File: config.mk
export PLATFORM = sky130hd
export DESIGN_NAME = edge_event_arbiter
export DESIGN_NICKNAME = d
export VERILOG_FILES = /design/src/rtl/edge_event_arbiter.sv
export SDC_FILE = /design/constraint.sdc
export NUM_CORES = 1
export LEC_CHECK = 0
export CORE_MARGIN = 5
export CORE_UTILIZATION = 38
export CTS_CLUSTER_SIZE = 10
export DETAILED_ROUTE_END_ITERATION = 7
export PLACE_DENSITY = 0.64
export RECOVER_POWER = 50
export SLEW_MARGIN = 25
export SYNTH_ARGS = -nofsm -noshare
export SYNTH_HDL_FRONTEND = slang
export SYNTH_SLANG_ARGS = --single-unit
File: constraint.sdc
create_clock -name clk -period 3.3 [get_ports clk]
set_input_delay 0.66 -clock clk [delete_from_list [all_inputs] [get_ports clk]]
set_output_delay 0.66 -clock clk [all_outputs]
set_load 0.05 [all_outputs]
File: src/rtl/edge_event_arbiter.sv
// Edge-event arbiter: synchronizes N_IN asynchronous level inputs, detects rising edges on a
// divided sample tick, records them as pending events and hands them one at a time to a single
// consumer over a valid/ready handshake with round-robin fairness.
module edge_event_arbiter #(
  parameter int unsigned N_IN        = 4,
  parameter int unsigned SYNC_STAGES = 2,
  parameter int unsigned TICK_DIV    = 1,
  parameter int unsigned IDW         = 2
) (
  input  logic            clk,
  input  logic            rst_n,
  input  logic [N_IN-1:0] sig_in,
  output logic            evt_valid,
  input  logic            evt_ready,
  output logic [IDW-1:0]  evt_id,
  output logic [N_IN-1:0] pending,
  output logic [N_IN-1:0] overflow,
  input  logic            clr_overflow
);

  localparam int unsigned CntW = (TICK_DIV > 1) ? $clog2(TICK_DIV) : 1;

  typedef enum logic {
    StIdle,
    StOffer
  } state_e;

  // Synchronizer chain; the last stage is the usable sampled value.
  logic [SYNC_STAGES-1:0][N_IN-1:0] sync_q, sync_d;
  // Marks which synchronizer stages hold post-reset data, so inputs held high through reset
  // are loaded into prev rather than mistaken for a rising edge.
  logic [SYNC_STAGES-1:0]           fill_q, fill_d;
  logic [N_IN-1:0]                  s;
  logic                             s_valid;

  logic [CntW-1:0]                  cnt_q, cnt_d;
  logic                             tick;

  logic [N_IN-1:0]                  prev_q, prev_d;
  logic                             armed_q, armed_d;
  logic [N_IN-1:0]                  rise;

  logic [N_IN-1:0]                  pending_q, pending_d;
  logic [N_IN-1:0]                  overflow_q, overflow_d;
  logic [N_IN-1:0]                  clearing;
  logic                             accept;

  state_e                           state_q, state_d;
  logic                             evt_valid_q, evt_valid_d;
  logic [IDW-1:0]                   evt_id_q, evt_id_d;
  logic [IDW-1:0]                   last_grant_q, last_grant_d;
  logic [IDW-1:0]                   pick;
  logic                             pick_found;

  // Synchronizer shift and fill tracking.
  always_comb begin
    sync_d  = {sync_q[SYNC_STAGES-2:0], sig_in};
    fill_d  = {fill_q[SYNC_STAGES-2:0], 1'b1};
    s       = sync_q[SYNC_STAGES-1];
    s_valid = fill_q[SYNC_STAGES-1];
  end

  // Sample tick divider; with TICK_DIV=1 the counter stays at 0 and tick is constant 1.
  always_comb begin
    tick  = (cnt_q == CntW'(TICK_DIV - 1));
    cnt_d = tick ? '0 : cnt_q + CntW'(1);
  end

  // Edge detection on tick; the first valid tick only loads prev and arms the detector.
  always_comb begin
    prev_d  = tick ? s : prev_q;
    armed_d = armed_q | (tick & s_valid);
    rise    = (tick && armed_q) ? (s & ~prev_q) : '0;
  end

  // Pending and overflow bookkeeping; a new edge always wins over a clear.
  always_comb begin
    accept     = (state_q == StOffer) && evt_ready;
    clearing   = accept ? (N_IN'(1) << evt_id_q) : '0;
    pending_d  = (pending_q & ~clearing) | rise;
    overflow_d = (clr_overflow ? '0 : overflow_q) | (rise & pending_q & ~clearing);
  end

  // Round-robin pick: first pending index searching upward from last_grant+1, wrapping.
  always_comb begin
    int unsigned idx;
    pick_found = 1'b0;
    pick       = '0;
    idx        = 0;
    for (int unsigned k = 1; k <= N_IN; k++) begin
      idx = (32'(last_grant_q) + k) % N_IN;
      if (!pick_found && pending_q[idx]) begin
        pick_found = 1'b1;
        pick       = IDW'(idx);
      end
    end
  end

  // Arbiter FSM next state; evt_id is only loaded in IDLE so it stays stable during OFFER.
  always_comb begin
    state_d      = state_q;
    evt_valid_d  = evt_valid_q;
    evt_id_d     = evt_id_q;
    last_grant_d = last_grant_q;
    unique case (state_q)
      StIdle: begin
        if (pick_found) begin
          evt_id_d    = pick;
          evt_valid_d = 1'b1;
          state_d     = StOffer;
        end
      end
      StOffer: begin
        if (evt_ready) begin
          last_grant_d = evt_id_q;
          evt_valid_d  = 1'b0;
          state_d      = StIdle;
        end
      end
      default: begin
        state_d     = StIdle;
        evt_valid_d = 1'b0;
      end
    endcase
  end

  // State registers with asynchronous active-low reset.
  always_ff @(posedge clk or negedge rst_n) begin
    if (!rst_n) begin
      sync_q       <= '0;
      fill_q       <= '0;
      cnt_q        <= '0;
      prev_q       <= '0;
      armed_q      <= 1'b0;
      pending_q    <= '0;
      overflow_q   <= '0;
      state_q      <= StIdle;
      evt_valid_q  <= 1'b0;
      evt_id_q     <= '0;
      last_grant_q <= IDW'(N_IN - 1);
    end else begin
      sync_q       <= sync_d;
      fill_q       <= fill_d;
      cnt_q        <= cnt_d;
      prev_q       <= prev_d;
      armed_q      <= armed_d;
      pending_q    <= pending_d;
      overflow_q   <= overflow_d;
      state_q      <= state_d;
      evt_valid_q  <= evt_valid_d;
      evt_id_q     <= evt_id_d;
      last_grant_q <= last_grant_d;
    end
  end

  assign evt_valid = evt_valid_q;
  assign evt_id    = evt_id_q;
  assign pending   = pending_q;
  assign overflow  = overflow_q;

endmodule

### Yosys cells after proc, flatten, opt, wreduce, memory -nomap -nowiden

Cells that the tools add are included.

| operators by class | value |
|---|---|
| $add $sub $neg | 5 |
| magnitude comparators | 4 |
| equality and inequality tests | 2 |
| shift operators | 1 |
| muxes and demuxes | 26 |
| bitwise logic cells | 12 |
| reductions and logical operators | 11 |

Operators with widths:

| kind | count |
|---|---|
| $and A4 B4 Y4 | 4 |
| $mux W1 | 13 |
| $lt A2 B3 Y1 const B | 4 |
| $mux W4 | 3 |
| $bmux W1 S2 | 4 |
| $mux W2 | 4 |
| $not A4 Y4 | 2 |
| $or A4 B4 Y4 | 2 |
| $reduce_and A2 Y1 | 3 |
| $logic_and A1 B1 Y1 | 5 |
| $add A2 B1 Y2 const B | 2 |
| $add A2 B2 Y2 const B | 2 |
| $ne A2 B2 Y1 const B | 2 |
| $pmux W1 S2 | 2 |
| $shl A1 B2 Y4 const A | 1 |
| $logic_not A1 Y1 | 3 |
| $not A1 Y1 | 2 |
| $add A1 B1 Y1 const B | 1 |
| $and A1 B1 Y1 | 1 |
| $or A1 B1 Y1 | 1 |

| word-level totals | value |
|---|---|
| register bits after elaboration | 30 |
| input bits | 8 |
| output and inout bits | 11 |
| word-level logic and storage cells | 73 |

### Logic depth before layout (Yosys ltp)

| logic depth | value |
|---|---|
| depth in word-level cells | 15 |
| mapped depth | 5 |
| mapped depth without buffers | 4 |

### Worst setup path before layout

No wires, ideal clock.

| path | value |
|---|---|
| path kind | register -> register |
| from | register pending_q[1], in the netlist pending[1] |
| to | register evt_id_q[1], in the netlist evt_id[1] |
| setup time | 0.121 ns |
| arrival | 1.548 ns |
| required time | 3.179 ns |
| setup slack | 1.631 ns |
| stages on the path, launching flop included | 5 |
| buffers on the path | 0 |
| clock period less this slack | 1.669 ns |
| cells stage by stage | dfrtp_1 -> or4_4 -> nand2b_2 -> a21oi_1 -> a22o_1 |

| on the way | value |
|---|---|
| cells in the longest elaborated chain, start to end | 13 |
| elaborated cells between the ends (all ways) | 23 |
| classes of those cells | 16 x mux; 7 x reduce/logical |

RTL lines:

| item | RTL line | source |
|---|---|---|
| start: declaration | 43 | `logic [N_IN-1:0] pending_q, pending_d;` |
| start signal: assignment | 147 | `pending_q <= pending_d;` |
| $bmux W1 S2 | 92 | `if (!pick_found && pending_q[idx]) begin` |
| $mux W1 (implied by the code) | 92 |  |
| $mux W1 | 92 |  |
| $logic_not A1 Y1 | 92 |  |
| $logic_and A1 B1 Y1 | 92 |  |
| $mux W1 | 92 |  |
| $logic_not A1 Y1 | 92 |  |
| $logic_and A1 B1 Y1 | 92 |  |
| $mux W1 | 92 |  |
| $logic_not A1 Y1 | 92 |  |
| $logic_and A1 B1 Y1 | 92 |  |
| $mux W1 | 92 |  |
| $reduce_and A2 Y1 (no source line) | -- |  |
| end signal: assignment | 151 | `evt_id_q <= evt_id_d;` |
| end: declaration | 50 | `logic [IDW-1:0] evt_id_q, evt_id_d;` |

Several ways; a longest one is shown, not always the timed one. The select of a mux whose other input is x is not followed.
A chain may end at the register's enable or synchronous reset.

### Worst setup path in the final report

| path | value |
|---|---|
| from | register pending_q[1], in the netlist pending[1] |
| to | output port pending[1] |

RTL lines:

| item | RTL line | source |
|---|---|---|
| end: declaration | 16 | `output logic [N_IN-1:0] pending,` |

No word-level cell between the ends.

==> results.yml <==
cts:
  cts.sinks: 29
  clock-root-buffer: "clkbuf_4"
  clk_path_buf_depth: 2
  ctsHoldBuffers: 0
  cts_tree: "built"
  cts.clk_slew.worst_paths_ns: 0.08
  clock_latency_ns: 0.32
  post-cts-setup-buffers: 0
  cts_resized: 0
  cts_max_level: 2
  cts_buffers: 5
sta:
  relSlewSlack_pct: 1.770
  finalSetupViolCount: 0
  fin_crit_sh_pct: 70.03
  hold_violations: 0
  fin_crit_ns: 2.311
  rsz0062_at_grt: "no"
  skew_ns: 0.002998
  fin_tns_setup_ns: 0
  maxSlewViolCount: 0
  max_freq_mhz: 432.7
  tightest_slew_ns: 1.473
yosys:
  synthTopCellsByArea: "dfrtp_1, dfstp_2, nand2_1"
  ys_seq_area_share_pct: 69.53
  syn-instance-count: 84
  ys_types: 26
  synth_fp_nets: 92
  synth_commonest_cells: "dfrtp_1, nand2_1, a21oi_1, inv_1, o22ai_1"
  ys_ff_latch: 29
  synth_edf_count: 0
  synth_most_common_cell: "dfrtp_1"
  ys_async_sr_fraction_pct: 100.0
  yosysWarnings: 0
  synth-main-ff-cell: "dfrtp_1"
  syn_avg_cell_area_sq_um: 12.47
  synth_top_cell_by_area: "dfrtp_1"
  synth_area_sq_mm: 0.001047
  synth_top_area_share_pct: 64.52
finish:
  antenna_cells: 0
  nFillCells: 254
  syn_to_final_growth_pct: 27.84
  fin_nets: 117
  instances_no_fill: 140
  drive_above_1_share_pct: 11.01
  regArea_sq_um: 728.2
  multiInputGateArea_sq_um: 296.5
drt:
  finalWirelength_um: 1827
  dr_total_vias: 696
  drtIter0Drc: 35
  first_pass_iters: 4
  drc: 0
  viasPerCell: 4.971
  wire_per_inst_um: 13.05
  final_antenna_net_count: 0
run:
  drv_cap: 0
pwr:
  total_power_mw: 1.185
  switching_share_pct: 38.19
  p_clk_share_pct: 22.6
  p_seq_share_pct: 43.1
  power.switching_uw: 452.5
  p_comb_share_pct: 34.3
  p_per_area_mw_per_mm2: 885.0
  ir_drop_uv: 482.1
  p_leak_nw: 0.5699
  p_int_uw: 732.3
critical_path:
  r2r-end: "evt_id[1]$_DFFE_PN0P_"
  critPathMaxStageDelay_ns: 0.85
  path_class: "reg -> out"
  critPathBufInv: 1
  startpoint_type: "flip-flop"
  r2r_cells: 4
  crit_slowest_cell: "clkdlybuf4s50_1"
  path_cells: "clkdlybuf4s50_1"
  reg2reg_from: "pending[1]$_DFF_PN0_"
  worst_ep_required_time_ns: 2.64
  reg2reg_slack_ns: 1.78
  cp_top_family: "buffers and inverters"
  end_kind: "output pin"
  crit_path_max_fanout: 8
  arrival_ns: 1.65
hold_path:
  worstHoldEndpoint: "s[1]$_DFF_PN0_"
  hold_start: "sync_d[5]$_DFF_PN0_"
  holdPathStages: 0
  hold_path_class: "reg -> reg"
global_route:
  grtUsageTotal_pct: 10.57
  grt_pass1_wl_um: 3167
  grt_util_met3_pct: 4.856
  grt_util_met1_pct: 11.12
  grt_overflow_total: 0
  antenna_found_initial: 0
  globalRouteMet2Util_pct: 16.19
  grt_max_degree: 30
  grt_pass1_vias: 714
  grt_most_used_layer: "met2"
status:
  run_status: "completed"
placed_design:
  dpl.hpwl_um: 1317
  routabilityCongestion: 0.8981
  placed_cells: 133
  portBuffers: 18
floorplanning:
  coreArea_sq_mm: 0.002686
  rows: 19
  initial_core_util_pct: 38.98
  dieArea_sq_mm: 0.003906
  die_w_um: 62.50
  die_y_um: 62.50
  io_pins: 19
-- how the worst max path moves through the flow --
stage	depth (start not counted)	endpoint	slack, ns	from
3_3_place_gp	1	pending[2]	1.34	pending[2]$_DFF_PN0_
4_1_cts	1	pending[1]	0.97	pending[1]$_DFF_PN0_
6_report	1	pending[1]	0.99	pending[1]$_DFF_PN0_
2_1_floorplan	4	evt_id[1]$_DFFE_PN0P_	1.63	pending[1]$_DFF_PN0_
5_1_grt	2	pending[3]$_DFF_PN0_	0.92	rst_n
3_5_place_dp	1	pending[1]	1.34	pending[1]$_DFF_PN0_
-- power by group through the flow --
stage	clock network [mW]	logic [mW]	registers [mW]
after CTS	0.280	0.412	0.512
after floorplan	0	0.135	0.643
after detailed placement	0	0.411	0.519
after global routing	0.295	0.434	0.525
after global placement	0	0.408	0.518
final	0.268	0.406	0.511
-- state kept, by name, summed over array words and instances, names as in the netlist --
signal,cells
armed_q,1
overflow,4
last_grant_q,2
prev_q,4
evt_valid,1
evt_id,2
s,4
pending,4
fill_q,2
state_q,1
sync_d,4
-- per-stage QoR --
| step | area, sq um | setup slack, ns | hold slack [ns] | util [%] |
|---|---|---|---|---|
| final | 1339 | 0.9890 | 0.3548 | 49.84 |
| after detailed placement | 1270 | 1.338 | 0.3378 | 47.28 |
| after global routing | 1339 | 0.9209 | 0.3668 | 49.84 |
| after global placement | 1270 | 1.343 | 0.3337 | 47.28 |
| after floorplan | 1047 | 1.631 | 0.3312 | - |
| after CTS | 1343 | 0.9708 | 0.3587 | 49.98 |
-- cell families (layout without fill, tap and decap cells) --
| group | Yosys count | after routing | share of synthesized area [%] |
|---|---|---|---|
| AO/OA/AOI/OAI | 20 | 20 | 11.95 |
| buffers and inverters | 6 | 31 | 2.150 |
| flip-flops | 29 | 29 | 69.53 |
| multiplexers | 2 | 2 | 1.912 |
| other | 1 | 1 | 0.3581 |
| AND/OR/NAND/NOR | 26 | 26 | 14.10 |
-- layer usage --
metal	vias to the layer above	part of all wire, %
met4	0	3.3
met2	19	49
met1	331	41
met5	-	0
met3	8	7.0
li1	338	-
-- layout by cell type, fill, tap and decap left out, drive strengths merged, types with 2 or more instances in the layout --
| cell | synthesis | layout |
|---|---|---|
| o22ai | 5 | 5 |
| nand2b | 4 | 4 |
| inv | 5 | 5 |
| dfrtp | 27 | 27 |
| nor2 | 2 | 2 |
| dfstp | 2 | 2 |
| mux2i | 2 | 2 |
| nand2 | 9 | 9 |
| clkdlybuf4s50 | 0 | 13 |
| o31ai | 2 | 2 |
| nand3b | 4 | 4 |
| clkbuf | 1 | 6 |
| a21oi | 5 | 5 |
| o21ai | 4 | 4 |
| dlygate4sd3 | 0 | 5 |
-- area by class of cell --
cell class                 count  area share [%]
sequential                    29           54.39
timing repair buffer          19           13.74
tap                           31           2.897
clock buffer                   5           2.804
inverter                       5           1.402
clock inverter                 2           2.617
multi-input combinational     49           22.15
Note: power is estimated with default switching activity, not from simulation.
